==> src/rtl/gray_count16_pkg.sv <==
// Shared constants and Gray/binary conversion helpers for the Gray-code counter.
// The FIFO pointer logic and the benches reuse these.
//   GRAY_W    : default counter width in bits
//   bin2gray  : binary -> Gray, g = b ^ (b >> 1)
//   gray2bin  : Gray -> binary, prefix XOR running from the MSB down
package gray_count16_pkg;

    localparam int unsigned GRAY_W = 16;

    function automatic logic [GRAY_W-1:0] bin2gray(input logic [GRAY_W-1:0] bin);
        return bin ^ (bin >> 1);
    endfunction

    function automatic logic [GRAY_W-1:0] gray2bin(input logic [GRAY_W-1:0] gray);
        logic [GRAY_W-1:0] bin;
        bin[GRAY_W-1] = gray[GRAY_W-1];
        for (int i = GRAY_W - 2; i >= 0; i--) begin
            bin[i] = bin[i+1] ^ gray[i];
        end
        return bin;
    endfunction

endpackage

==> src/rtl/gray_count16_if.sv <==
// Output bundle of the Gray-code counter.
//   gray   : current Gray code, WIDTH bits, always driven straight from a flop
// Modports:
//   master : the counter, which drives gray
//   slave  : a consumer, which samples gray (possibly from another clock domain)
interface gray_count16_if #(
    parameter int unsigned WIDTH = 16
);
    logic [WIDTH-1:0] gray;

    modport master (output gray);
    modport slave  (input  gray);
endinterface

==> src/rtl/gray_count16_bin2gray.sv <==
// Purely combinational binary-to-Gray converter.
//   bin  : binary input, WIDTH bits
//   gray : Gray-coded output, gray = bin ^ (bin >> 1)
module gray_count16_bin2gray #(
    parameter int unsigned WIDTH = 16
) (
    input  logic [WIDTH-1:0] bin,
    output logic [WIDTH-1:0] gray
);

    assign gray = bin ^ (bin >> 1);

endmodule

==> src/rtl/gray_count16.sv <==
// Free-running Gray-code counter. Advances one code per rising clock edge and has
// no enable and no load input. Successive outputs differ in exactly one bit, so a
// consumer in another clock domain can sample the value safely.
//   clk  : clock; all state updates on the rising edge
//   rstn : asynchronous active-low reset; clears every flop
//   cnt  : master modport; cnt.gray is the registered Gray code
module gray_count16
    import gray_count16_pkg::*;
#(
    parameter int unsigned WIDTH = GRAY_W
) (
    input  logic           clk,
    input  logic           rstn,
    gray_count16_if.master cnt
);

    logic [WIDTH-1:0] bin_q;
    logic [WIDTH-1:0] bin_d;
    logic [WIDTH-1:0] gray_q;
    logic [WIDTH-1:0] gray_d;

    // Convert the next binary value rather than the current one. That way the
    // binary and Gray registers load on the same edge, and gray stays a bare
    // flop output with no logic after it.
    assign bin_d = bin_q + WIDTH'(1);

    gray_count16_bin2gray #(
        .WIDTH (WIDTH)
    ) u_bin2gray (
        .bin  (bin_d),
        .gray (gray_d)
    );

    always_ff @(posedge clk or negedge rstn) begin
        if (!rstn) begin
            bin_q  <= '0;
            gray_q <= '0;
        end else begin
            bin_q  <= bin_d;
            gray_q <= gray_d;
        end
    end

    assign cnt.gray = gray_q;

`ifdef GRAY_COUNT16_ASSERTS
    // Exactly one bit flips on every edge that follows a cycle spent out of reset.
    a_one_bit_step : assert property (
        @(posedge clk) disable iff (!rstn)
        $past(rstn) |-> ($countones(gray_q ^ $past(gray_q)) == 1)
    );

    // The Gray and binary registers must always describe the same count.
    if (WIDTH == GRAY_W) begin : g_track
        a_gray_tracks_bin : assert property (
            @(posedge clk) disable iff (!rstn)
            gray2bin(gray_q) == bin_q
        );
    end
`endif

endmodule

==> src/flat_wrapper.sv <==
// flat-port wrapper written by rule: the top's interface ports become plain ports
module gray_count16_flat import gray_count16_pkg::*;
#(
    parameter int unsigned WIDTH = GRAY_W
)
  (clk, rstn, cnt_gray);
  gray_count16_if #(.WIDTH(WIDTH)) cnt_i ();
  input  logic clk;
  input  logic rstn;
  output wire logic [$bits(cnt_i.gray)-1:0] cnt_gray;
  assign cnt_gray = cnt_i.gray;
  gray_count16 #(.WIDTH(WIDTH)) u_core (.clk(clk), .rstn(rstn), .cnt(cnt_i));
endmodule
==> config.mk <==
export PLATFORM = sky130hd
export DESIGN_NAME = gray_count16_flat
export DESIGN_NICKNAME = d
export VERILOG_FILES = /design/src/rtl/gray_count16_pkg.sv /design/src/rtl/gray_count16_if.sv /design/src/rtl/gray_count16_bin2gray.sv /design/src/rtl/gray_count16.sv /design/src/flat_wrapper.sv
export SDC_FILE = /design/constraint.sdc
export NUM_CORES = 1
export LEC_CHECK = 0
export CAP_MARGIN = 40
export CORE_ASPECT_RATIO = 0.6
export CORE_MARGIN = 2
export CORE_UTILIZATION = 57
export DETAILED_ROUTE_END_ITERATION = 10
export PLACE_DENSITY = 0.82
export SLEW_MARGIN = 20
export SYNTH_ARGS = -nofsm -noshare
export SYNTH_HDL_FRONTEND = slang
export SYNTH_SLANG_ARGS = --single-unit
==> constraint.sdc <==
create_clock -name clk -period 2.8 [get_ports clk]
set_clock_uncertainty 0.2 [all_clocks]
set_input_delay 0.42 -clock clk [delete_from_list [all_inputs] [get_ports clk]]
set_output_delay 0.42 -clock clk [all_outputs]
set_load 0.02 [all_outputs]
==> flow_results.xml <==
<?xml version="1.0" encoding="UTF-8"?>
<metrics>
  <group name="placement">
    <metric name="port_buffers" unit="">17</metric>
    <metric name="dp_hpwl" unit="mm">1.699</metric>
    <metric name="placement.cell_area" unit="sq um">1564</metric>
    <metric name="gpl.final_weighted_congestion" unit="">0.8816</metric>
    <metric name="placed_cells" unit="">159</metric>
  </group>
  <group name="setup_path">
    <metric name="crit_arrival" unit="ns">2.27</metric>
    <metric name="critical_path_cell_by_cell" unit="">ha_1 &gt; a21boi_0 &gt; a21oi_1 &gt; o32ai_1 &gt; xnor2_1</metric>
    <metric name="crit_path_top_delay_cell" unit="">sky130_fd_sc_hd__a21boi_0</metric>
    <metric name="worst-path-buf-inv" unit="">0</metric>
    <metric name="timing.critical_path.to_type" unit="">flip-flop</metric>
    <metric name="criticalPathCategory" unit="">flip-flop to flip-flop</metric>
    <metric name="critPathMaxStageDelay" unit="ns">0.54</metric>
    <metric name="crit_fanout" unit="">8</metric>
    <metric name="required" unit="ns">2.79</metric>
    <metric name="cp-start-kind" unit="">flip-flop</metric>
    <metric name="worst_path_dominant_cell_family" unit="">compound AO/OA/AOI/OAI gates</metric>
  </group>
  <group name="floorplanning">
    <metric name="initial_core_util" unit="%">62.04</metric>
    <metric name="design.die.area" unit="sq um">2849</metric>
    <metric name="die_height" unit="um">42.15</metric>
    <metric name="std_cell_rows" unit="">13</metric>
    <metric name="io_pins" unit="">18</metric>
    <metric name="core_area" unit="sq um">2228</metric>
    <metric name="die_w" unit="um">67.58</metric>
  </group>
  <group name="final_layout">
    <metric name="drive_above_1_share" unit="%">8.759</metric>
    <metric name="n_fill_cell" unit="">141</metric>
    <metric name="diodes" unit="">0</metric>
    <metric name="final_design_area_excluding_fillers" unit="sq um">1664</metric>
    <metric name="fin_cells" unit="">167</metric>
    <metric name="area_delta_synth_final" unit="%">20.36</metric>
    <metric name="fin_nets" unit="">139</metric>
  </group>
  <group name="grt">
    <metric name="antenna_violations_before_repair" unit="">0</metric>
    <metric name="grt_pass1_vias" unit="">883</metric>
    <metric name="grt_max_degree" unit="">28</metric>
    <metric name="grt_first_pass_wirelength" unit="mm">4.436</metric>
    <metric name="grt_remaining_overflow" unit="">0</metric>
    <metric name="grt_use_total" unit="%">22.16</metric>
  </group>
  <group name="clocking">
    <metric name="cts-root-buf" unit="">sky130_fd_sc_hd__clkbuf_8</metric>
    <metric name="numClockSinks" unit="">31</metric>
    <metric name="cts_resized" unit="">0</metric>
    <metric name="path_clk_slew" unit="ns">0.06</metric>
    <metric name="cts_htree_levels" unit="">2</metric>
    <metric name="cts_hold_buf" unit="">0</metric>
    <metric name="clkLatencyLatePin" unit="ns">0.28</metric>
    <metric name="post_cts.repair.setup_buffers" unit="">0</metric>
    <metric name="tritoncts" unit="">built</metric>
    <metric name="cts_buffers" unit="">5</metric>
    <metric name="ctsLongestPathBuffers" unit="">2</metric>
  </group>
  <group name="drt">
    <metric name="dr_total_vias" unit="">881</metric>
    <metric name="detail_route.wirelength" unit="mm">2.572</metric>
    <metric name="wire_per_inst" unit="um">15.40</metric>
    <metric name="avgViaCountPerCell" unit="">5.275</metric>
    <metric name="detailed_routing_iteration_count_for_the_pre_antenna_repair_pass" unit="">4</metric>
    <metric name="route.detailed.drc" unit="">0</metric>
    <metric name="drt_first_iter_violations" unit="">38</metric>
    <metric name="final_antenna_net_count" unit="">0</metric>
  </group>
  <group name="synth">
    <metric name="share_of_the_yosys_chip_area_belonging_to_registers" unit="%">56.11</metric>
    <metric name="syn_area_per_cell" unit="sq um">11.92</metric>
    <metric name="yosys_warnings" unit="">0</metric>
    <metric name="synthesis.instances" unit="">116</metric>
    <metric name="synth.cell_area" unit="sq um">1383</metric>
    <metric name="synth.lib_cells_used.distinct" unit="">24</metric>
    <metric name="postSynthRegisterBits" unit="">31</metric>
    <metric name="synth_fp_nets" unit="">119</metric>
  </group>
  <group name="timing">
    <metric name="final.hold.worst_slack" unit="ns">0.1504</metric>
    <metric name="report.final.slew_viol_count" unit="">0</metric>
    <metric name="period_minus_slack" unit="ns">2.278</metric>
    <metric name="grt_setup_unrepaired" unit="">false</metric>
    <metric name="timing.setup.tns" unit="ns">0</metric>
    <metric name="max-slew-margin-rel" unit="%">59.67</metric>
    <metric name="hold_viol_final" unit="">0</metric>
    <metric name="max_slew.worst_pin.slew" unit="ns">0.5996</metric>
    <metric name="achievable_frequency" unit="MHz">439.0</metric>
    <metric name="post_route_clock_period_utilization" unit="%">81.36</metric>
    <metric name="setup-violations-final" unit="">0</metric>
  </group>
  <group name="pwr">
    <metric name="vdd_drop_max" unit="mV">0.5569</metric>
    <metric name="cellLeakagePower" unit="uW">0.0007096</metric>
    <metric name="power-per-cell-area" unit="nW/um^2">502.7</metric>
  </group>
  <group name="worst_hold_path">
    <metric name="worstHoldPathType" unit="">primary input to async pin</metric>
  </group>
  <group name="flow_run">
    <metric name="timing.max_cap.violations" unit="">0</metric>
  </group>
  <group name="outcome">
    <metric name="outcome" unit="">complete, no violations</metric>
  </group>
</metrics>
## layout by cell type, fill, tap and decap left out
cell type,Yosys,routed
sky130_fd_sc_hd__inv_1,9,9
sky130_fd_sc_hd__clkbuf_1,2,1
sky130_fd_sc_hd__ha_1,1,1
sky130_fd_sc_hd__nor3_1,2,2
sky130_fd_sc_hd__o21a_1,1,1
sky130_fd_sc_hd__or2_0,1,1
sky130_fd_sc_hd__o32ai_2,1,1
sky130_fd_sc_hd__a21boi_0,1,1
sky130_fd_sc_hd__nand2_1,4,4
sky130_fd_sc_hd__nor4_1,5,5
sky130_fd_sc_hd__buf_4,2,1
sky130_fd_sc_hd__nor2_1,3,3
sky130_fd_sc_hd__nand4_4,1,1
sky130_fd_sc_hd__xnor2_1,18,18
sky130_fd_sc_hd__nand3_1,7,7
sky130_fd_sc_hd__nand4_1,2,2
sky130_fd_sc_hd__and3b_1,1,1
sky130_fd_sc_hd__o32ai_1,4,4
sky130_fd_sc_hd__a21oi_1,5,5
sky130_fd_sc_hd__clkbuf_8,0,7
sky130_fd_sc_hd__xor2_1,12,12
sky130_fd_sc_hd__clkdlybuf4s50_1,0,17
sky130_fd_sc_hd__and4_2,1,1
sky130_fd_sc_hd__or3_4,1,1
sky130_fd_sc_hd__dfrtp_1,31,31
## stage by stage
stage                     util (%)  total power, uW  setup slack, ns
after floorplan                  -            456.3           0.9288
after detailed placement     70.19            467.4           0.6324
after global routing         74.68            862.7           0.3629
after CTS                    74.68            843.7           0.5577
final                        74.68            836.5           0.5218
after global placement       70.19            467.0           0.7796
## worst reg2reg max path, stage by stage (launching register included)
cell                       delay, ns
sky130_fd_sc_hd__dfrtp_1        0.51
sky130_fd_sc_hd__ha_1           0.32
sky130_fd_sc_hd__a21boi_0       0.54
sky130_fd_sc_hd__a21oi_1        0.14
sky130_fd_sc_hd__o32ai_1        0.32
sky130_fd_sc_hd__xnor2_1        0.17
## metal layers
metal	up-vias	part of all wire, %	GRT usage [%]
met2	15	46	32.16
met4	0	1.6	7.347
li1	429	-	-
met1	432	48	30.78
met5	-	0	0
met3	5	4.3	8.065
## Yosys cell counts
library cell / count / area, sq um
sky130_fd_sc_hd__dfrtp_1: 31 / 775.7
sky130_fd_sc_hd__xnor2_1: 18 / 157.7
sky130_fd_sc_hd__xor2_1: 12 / 105.1
sky130_fd_sc_hd__inv_1: 9 / 33.78
sky130_fd_sc_hd__nand3_1: 7 / 35.03
sky130_fd_sc_hd__a21oi_1: 5 / 25.02
sky130_fd_sc_hd__nor4_1: 5 / 31.28
sky130_fd_sc_hd__nand2_1: 4 / 15.01
sky130_fd_sc_hd__o32ai_1: 4 / 35.03
sky130_fd_sc_hd__nor2_1: 3 / 11.26
sky130_fd_sc_hd__buf_4: 2 / 15.01
sky130_fd_sc_hd__clkbuf_1: 2 / 7.510
sky130_fd_sc_hd__nand4_1: 2 / 12.51
sky130_fd_sc_hd__nor3_1: 2 / 10.01
sky130_fd_sc_hd__a21boi_0: 1 / 7.510
sky130_fd_sc_hd__and3b_1: 1 / 8.760
sky130_fd_sc_hd__and4_2: 1 / 10.01
sky130_fd_sc_hd__buf_6: 1 / 11.26
sky130_fd_sc_hd__ha_1: 1 / 12.51
sky130_fd_sc_hd__nand4_4: 1 / 21.27
sky130_fd_sc_hd__o21a_1: 1 / 7.510
sky130_fd_sc_hd__o32ai_2: 1 / 16.27
sky130_fd_sc_hd__or2_0: 1 / 6.260
sky130_fd_sc_hd__or3_4: 1 / 11.26
## area by class of cell
type | instances | area, sq um | share of cell area (%)
sequential | 31 | 775.7 | 46.62
multi-input combinational | 71 | 539.3 | 32.41
tap | 30 | 37.54 | 2.256
clock buffer | 8 | 100.1 | 6.015
inverter | 9 | 33.78 | 2.030
timing repair buffer | 18 | 177.7 | 10.68
## power by group
part / switching, uW / leakage [uW] / internal, uW
sequential: 0 / 0.000404 / 448
combinational: 8.32 / 0.000254 / 2.14
clock: 154 / 0.0000515 / 224
total: 162 / 0.000710 / 674
## sequential cells by signal (all words and copies together), names as in the netlist
register         count
u_core.bin_q        16
u_core.cnt.gray     15
## path summary, 6_finish.rpt
kind	startpoint	to	slack (ns)	cells after the start
setup / recovery	u_core.bin_q[0]$_DFF_PN0_	u_core.cnt.gray[12]$_DFF_PN0_	0.52	5
hold / removal	rstn	u_core.cnt.gray[1]$_DFF_PN0_	0.15	1
setup reg to reg	u_core.bin_q[0]$_DFF_PN0_	u_core.cnt.gray[12]$_DFF_PN0_	0.52	5
hold reg to reg	u_core.bin_q[15]$_DFF_PN0_	u_core.bin_q[15]$_DFF_PN0_	0.33	1
max in group asynchronous	rstn	u_core.bin_q[6]$_DFF_PN0_	1.66	2
min in group clk	u_core.bin_q[15]$_DFF_PN0_	u_core.bin_q[15]$_DFF_PN0_	0.33	1
## cell families (layout without fill, tap and decap cells)
family	after synthesis	count (layout)	synth area share [%]
XOR/XNOR	30	30	19.00
AO/OA/AOI/OAI	12	12	6.607
AND/OR/NAND/NOR	28	28	12.49
buffers and inverters	14	35	4.887
adder cells (fa/ha/maj)	1	1	0.9048
flip-flops	31	31	56.11
No activity file was read; power rests on OpenSTA's default activity.
